### config.mk
export PLATFORM = sky130hd
export DESIGN_NAME = add_pipeline_hs
export DESIGN_NICKNAME = d
export VERILOG_FILES = /design/src/rtl/add_pipeline_hs.sv
export SDC_FILE = /design/constraint.sdc
export NUM_CORES = 1
export LEC_CHECK = 0
export ABC_AREA = 1
export CORE_MARGIN = 2
export CORE_UTILIZATION = 44
export DETAILED_ROUTE_END_ITERATION = 7
export HOLD_SLACK_MARGIN = 0.1
export PLACE_DENSITY = 0.68
export REMOVE_ABC_BUFFERS = 1
export SYNTH_ARGS = -nofsm -noshare
export SYNTH_HDL_FRONTEND = slang
export SYNTH_SLANG_ARGS = --single-unit
### constraint.sdc
create_clock -name clk -period 3.5 [get_ports clk]
set_input_delay 0.875 -clock clk [delete_from_list [all_inputs] [get_ports clk]]
set_output_delay 0.875 -clock clk [all_outputs]
set_load 0.03 [all_outputs]
### src/rtl/add_pipeline_hs.sv
// Flow-controlled add pipeline: stage k adds k*STEP, with per-stage bubble collapse,
// synchronous flush and an occupancy counter. Define PIPE_SAT_EN for saturating adds.
module add_pipeline_hs #(
  parameter int unsigned WIDTH = 8,
  parameter int unsigned DEPTH = 4,
  parameter int unsigned STEP  = 1
) (
  input  logic                       clk,
  input  logic                       rst,
  input  logic [WIDTH-1:0]           in_data,
  input  logic                       in_valid,
  output logic                       in_ready,
  input  logic                       flush,
  output logic [WIDTH-1:0]           out_data,
  output logic                       out_valid,
  input  logic                       out_ready,
  output logic                       out_sat,
  output logic [$clog2(DEPTH+1)-1:0] count
);

  localparam int unsigned CW = $clog2(DEPTH + 1);

  logic [WIDTH-1:0] d_q     [DEPTH];
  logic [WIDTH-1:0] d_d     [DEPTH];
  logic [WIDTH-1:0] add_res [1:DEPTH-1];
  logic [DEPTH-1:0] v_q, v_d;
  logic [DEPTH-1:0] rdy;
  logic [CW-1:0]    count_q, count_d;

`ifdef PIPE_SAT_EN
  logic [DEPTH-1:0] s_q, s_d;
  logic [DEPTH-1:1] add_ovf;
`endif

  function automatic logic [CW-1:0] popcount(input logic [DEPTH-1:0] v);
    logic [CW-1:0] cnt;
    cnt = '0;
    for (int k = 0; k < DEPTH; k++) begin
      cnt = cnt + CW'(v[k]);
    end
    return cnt;
  endfunction

  // A stage can move when it is empty or anything downstream can move.
  always_comb begin : ready_chain
    logic acc;
    rdy = '0;
    acc = out_ready;
    for (int k = DEPTH - 1; k >= 0; k--) begin
      acc    = acc | ~v_q[k];
      rdy[k] = acc;
    end
  end

  always_comb begin : stage_add
    logic [WIDTH-1:0] inc;
`ifdef PIPE_SAT_EN
    logic [WIDTH:0]   ext;
    add_ovf = '0;
    ext     = '0;
`endif
    add_res = '{default: '0};
    inc     = '0;
    for (int k = 1; k < DEPTH; k++) begin
      inc = WIDTH'(k * STEP);
`ifdef PIPE_SAT_EN
      ext        = {1'b0, d_q[k-1]} + {1'b0, inc};
      add_res[k] = ext[WIDTH] ? {WIDTH{1'b1}} : ext[WIDTH-1:0];
      add_ovf[k] = ext[WIDTH];
`else
      add_res[k] = d_q[k-1] + inc;
`endif
    end
  end

  always_comb begin : next_state
    v_d = v_q;
    d_d = d_q;
`ifdef PIPE_SAT_EN
    s_d = s_q;
`endif
    if (flush) begin
      v_d = '0;
`ifdef PIPE_SAT_EN
      s_d = '0;
`endif
    end else begin
      if (rdy[0]) begin
        v_d[0] = in_valid;
        if (in_valid) begin
          d_d[0] = in_data;
`ifdef PIPE_SAT_EN
          s_d[0] = 1'b0;
`endif
        end
      end
      // Data registers only load on a valid beat; bubbles leave them untouched.
      for (int k = 1; k < DEPTH; k++) begin
        if (rdy[k]) begin
          v_d[k] = v_q[k-1];
          if (v_q[k-1]) begin
            d_d[k] = add_res[k];
`ifdef PIPE_SAT_EN
            s_d[k] = s_q[k-1] | add_ovf[k];
`endif
          end
        end
      end
    end
    count_d = popcount(v_d);
  end

  always_ff @(posedge clk or posedge rst) begin
    if (rst) begin
      v_q     <= '0;
      count_q <= '0;
      for (int k = 0; k < DEPTH; k++) begin
        d_q[k] <= '0;
      end
    end else begin
      v_q     <= v_d;
      count_q <= count_d;
      for (int k = 0; k < DEPTH; k++) begin
        d_q[k] <= d_d[k];
      end
    end
  end

`ifdef PIPE_SAT_EN
  always_ff @(posedge clk or posedge rst) begin
    if (rst) begin
      s_q <= '0;
    end else begin
      s_q <= s_d;
    end
  end

  assign out_sat = s_q[DEPTH-1];
`else
  assign out_sat = 1'b0;
`endif

  assign in_ready  = rdy[0] & ~flush;
  assign out_data  = d_q[DEPTH-1];
  assign out_valid = v_q[DEPTH-1];
  assign count     = count_q;

endmodule
Yosys cells after proc, flatten, opt, wreduce, memory -nomap -nowiden
Cells that the tools add are included.
- add/subtract/negate cells: 6
- mux-type cells: 5
- bitwise operators: 10
- reductions and logical operators: 4
- operators by type and width (operator ; count):
    adder 8 x 2 -> 8 bit, second input constant ; 2
    AND reduction 3 bit ; 4
    adder 8 x 1 -> 8 bit, second input constant ; 1
    inverter 1 bit ; 5
    two-way mux 1 bit ; 4
    two-way mux 4 bit ; 1
    bitwise OR 1 bit ; 4
    adder 2 x 1 -> 3 bit ; 1
    adder 3 x 1 -> 3 bit ; 1
    adder 1 x 1 -> 2 bit ; 1
    AND 1 bit ; 1
- register bits: 39
- input port bits: 13
- logic and storage cells: 31

Longest topological paths before layout
Gate-level depths: netlist of the first run.
- word-level depth: 10
- mapped depth: 9
- gate-level depth less buffers: 9

Worst setup path after synthesis of the first run
No wires, ideal clock.
- path type: in2reg
- start point: input out_ready
- end point: register count_q[1] (netlist: count[1])
- library setup time: 0.126 ns
- data arrival time: 2.454 ns
- slack: 0.920 ns
- cell stages on the path: 8
- path through: nor2_4 > nand4_2 > inv_1 > o21ai_2 > fa_1 > inv_1 > ha_1 > ha_1
- longest elaborated chain between the ends: 9
- elaborated cells between the ends (all ways): 12
- those cells by class: add/sub: 3; mux: 5; bitwise: 4
- RTL lines (element ; RTL line ; RTL):
    start: declaration ; 16 ; input logic out_ready,
    bitwise OR 1 bit * ; 50 ; acc = acc | ~v_q[k];
    bitwise OR 1 bit (3 in a row) ; 50 ;
    two-way mux 1 bit ; 88 ; if (rdy[0]) begin
    two-way mux 4 bit * ; 82 ; if (flush) begin
    adder 1 x 1 -> 2 bit ; 39 ; cnt = cnt + CW'(v[k]);
    adder 2 x 1 -> 3 bit ; 39 ;
    adder 3 x 1 -> 3 bit * ; 39 ;
    net count_d[1] ; 28 ; logic [CW-1:0] count_q, count_d;
    end signal: assignment ; 122 ; count_q <= count_d;
    end: declaration ; 28 ;
Mark *: on every way through the listed nets, which the timed path passes. The rest lies on a longest branch.
A chain may end at the register's enable or synchronous reset.

Worst setup path in the final report of the first run
- start point: input out_ready
- end point: output in_ready
- longest elaborated chain between the ends: 5
- RTL lines (element ; RTL line ; RTL):
    bitwise OR 1 bit (4 in a row) ; 50 ;
    AND 1 bit ; 143 ; assign in_ready = rdy[0] & ~flush;
    end: declaration ; 12 ; output logic in_ready,
Every way passes these cells.

==> impl_metrics.ini, run 1 <==
[critical_path]
critPathKind = input port to output port
worst_path_largest_cell_delay_ps = 600
crit_path_end_kind = output port
critPathLaunchType = input port
path_cells = clkdlybuf4s50_1 -> nor2_4 -> nand4_2 -> inv_1 -> nor2_1 -> clkdlybuf4s50_1
cp_top_family = buffers and inverters
cp.depth = 6
critPathBufInv = 3
worst_ep_arrival_time_ps = 2380
reg2reg_depth = 9
path_max_fanout = 5
required_ps = 2620
cp_slowest_cell = clkdlybuf4s50_1
crit_path_frequent_cell = clkdlybuf4s50_1

[sta]
slew_headroom_pct = 64.2
setup_violations = 0
period_share_pct = 93.0
final.min_clock_period_ps = 3250
rsz0062_at_grt = no
max_freq_mhz = 307
tightest_slew_ps = 532
setup_tns_ps = 0
final_hold_viol_count = 0
fin_ws_ps = 246
fin_skew_ps = 4.63
slew_violations = 0

[cts]
ctsResizeCount = 0
tritoncts = built
numCtsBuffers = 5
clk_latency_ps = 280
cts_root_buf = clkbuf_8
cts.clk_slew.worst_paths_ps = 70
cts_buffer_depth = 2
h-tree-depth = 2
cts_hold_buffers = 0
clkSinkCount = 39
cts_setup_buffers = 0

[drt]
ant_nets = 0
drt_iter0_markers = 62
drc = 0
wl_per_cell_um = 10.3
vias = 1478
via_per_inst = 4.69
routed_wl_um = 3230
dr.pass1.iters = 4

[cells_and_area]
finalNonFillerCells = 315
nNetsFinal = 281
drive_above_1_share_pct = 8.75
final_core_util_pct = 53.1
n_antenna_cell = 0
area_growth_pct = 16.2

[logic_synthesis]
ys_seq_elements = 39
syn_area_mm2 = 0.00200
synth-main-ff-cell = dfrtp_1
synth_top_area_share_pct = 48.7
ys_seq_area_share_pct = 48.7
synth_edf_count = 0
synthTopCellsByArea = dfrtp_1, nand2_1, inv_1, nand3_1, buf_4
postSynthAreaPerCell_um2 = 8.35
synth_most_common_cell = nand2_1
synth_top_cell_by_area = dfrtp_1
netlist_top_cells_count = nand2_1, dfrtp_1, inv_1, nand3_1, o21ai_0
yosysWarnings = 0
synthCells = 240
synth-async-reset-ratio_pct = 100
yosysUniqueCellTypes = 23

[flow_run]
cap_violations = 0

[placement]
globalplace.congestion = 0.815
placedCellCount = 307
port_buffers = 25
dp_hpwl_um = 2420
place_ws_ps = 250

[global_routing]
antenna_found_initial = 0
grt_max_degree = 40
grt-ovfl-total = 0
grt_use_total_pct = 15.5
grt_pass1_wl_um = 6400
grt_pass1_vias = 1554

[power_and_ir_drop]
p_leak_nw = 1.19
peakVddDrop_uv = 209
powerDensity_mw_per_mm2 = 534

[die]
initial_utilization_pct = 45.7
die_w_um = 71.5
fp.dieH_um = 71.5
io_pins = 27
die_area_mm2 = 0.00511
core_area_mm2 = 0.00438
rows = 24

[min_path]
hold_class = register to register
hold_depth = 2

[outcome]
status = finished clean
[cells in the final DEF, fill, tap and decap left out, drive strengths merged]
cell / Yosys / layout
nor3: 1 / 1
a21oi: 2 / 2
xnor2: 3 / 3
fa: 1 / 1
nand4: 10 / 10
clkdlybuf4s50: 0 / 25
buf: 13 / 3
inv: 30 / 30
nand3: 19 / 19
dfrtp: 39 / 39
conb: 1 / 1
nor2: 14 / 14
clkbuf: 0 / 5
nand2: 79 / 79
clkinv: 0 / 3
xor2: 4 / 4
o21ai: 19 / 19
ha: 5 / 5
[stage by stage]
stage	cell area, µm²	total power, mW	hold WS [ps]
2_1_floorplan	1910	0.845	453
3_3_place_gp	2250	0.961	463
3_5_place_dp	2250	0.972	464
4_1_cts	2330	1.26	484
5_1_grt	2330	1.34	503
6_report	2330	1.24	476
[cell type report]
type	count	area (µm²)
Fill cell	442	2050
Sequential cell	39	976
Multi-Input combinational cell	158	820
Timing Repair Buffer	28	273
Inverter	30	113
Clock buffer	5	68.8
Tap cell	52	65.1
Clock inverter	3	15.0
[state kept, by name, summed over array words and instances (netlist names)]
register / flops
v_q: 4
out_data: 8
count: 3
d_q: 24
[layer usage]
metal / routed length, µm / global-route usage, % / vias to the layer above
met3: 119 / 2.95 / 5
met5: 0 / 0 / -
met2: 1600 / 28.0 / 27
li1: - / - / 800
met4: 46 / 6.29 / 0
met1: 1470 / 17.9 / 646
[power breakdown]
| part | leakage [nW] | switching, mW | internal, mW |
|---|---|---|---|
| Clock | 0.0477 | 0.151 | 0.136 |
| Combinational | 0.640 | 0.195 | 0.150 |
| Sequential | 0.499 | 0.0711 | 0.541 |
[worst min-delay path: cells and delay by family (launching register included)]
| family | cells | cell delay, ps |
|---|---|---|
| flops | 1 | 340 |
| simple gates | 2 | 100 |
[logic make-up (layout without fill, tap and decap cells)]
| group | Yosys count | after routing | synth area share [%] |
|---|---|---|---|
| adder cells (fa/ha/maj) | 6 | 6 | 4.12 |
| AND/OR/NAND/NOR | 123 | 123 | 27.5 |
| other | 1 | 1 | 0.187 |
| flip-flops | 39 | 39 | 48.7 |
| buffers and inverters | 43 | 66 | 10.4 |
| AO/OA/AOI/OAI | 21 | 21 | 5.99 |
| XOR/XNOR | 7 | 7 | 3.06 |
[worst paths after layout]
check,slack (ps),from,to
worst max-delay path,250,out_ready,in_ready
max in group asynchronous,2150,rst,d_q[12]
worst min register to register,480,out_data[3],out_data[3]
worst min-delay path,480,out_data[3],out_data[3]
min in group asynchronous,1010,rst,d_q[16]
worst max register to register,1470,v_q[3],count[1]
(Power assumes the default switching activity.)
==> run 2: changes to the inputs <==
--- a/config.mk
+++ b/config.mk
@@ -6,6 +6,7 @@
 export NUM_CORES = 1
 export LEC_CHECK = 0
 export ABC_AREA = 1
+export CAP_MARGIN = 20
 export CORE_MARGIN = 2
 export CORE_UTILIZATION = 44
 export DETAILED_ROUTE_END_ITERATION = 7
==> results of run 2 <==
No change in the layout: final DEF, timing and power equal those of run 1.
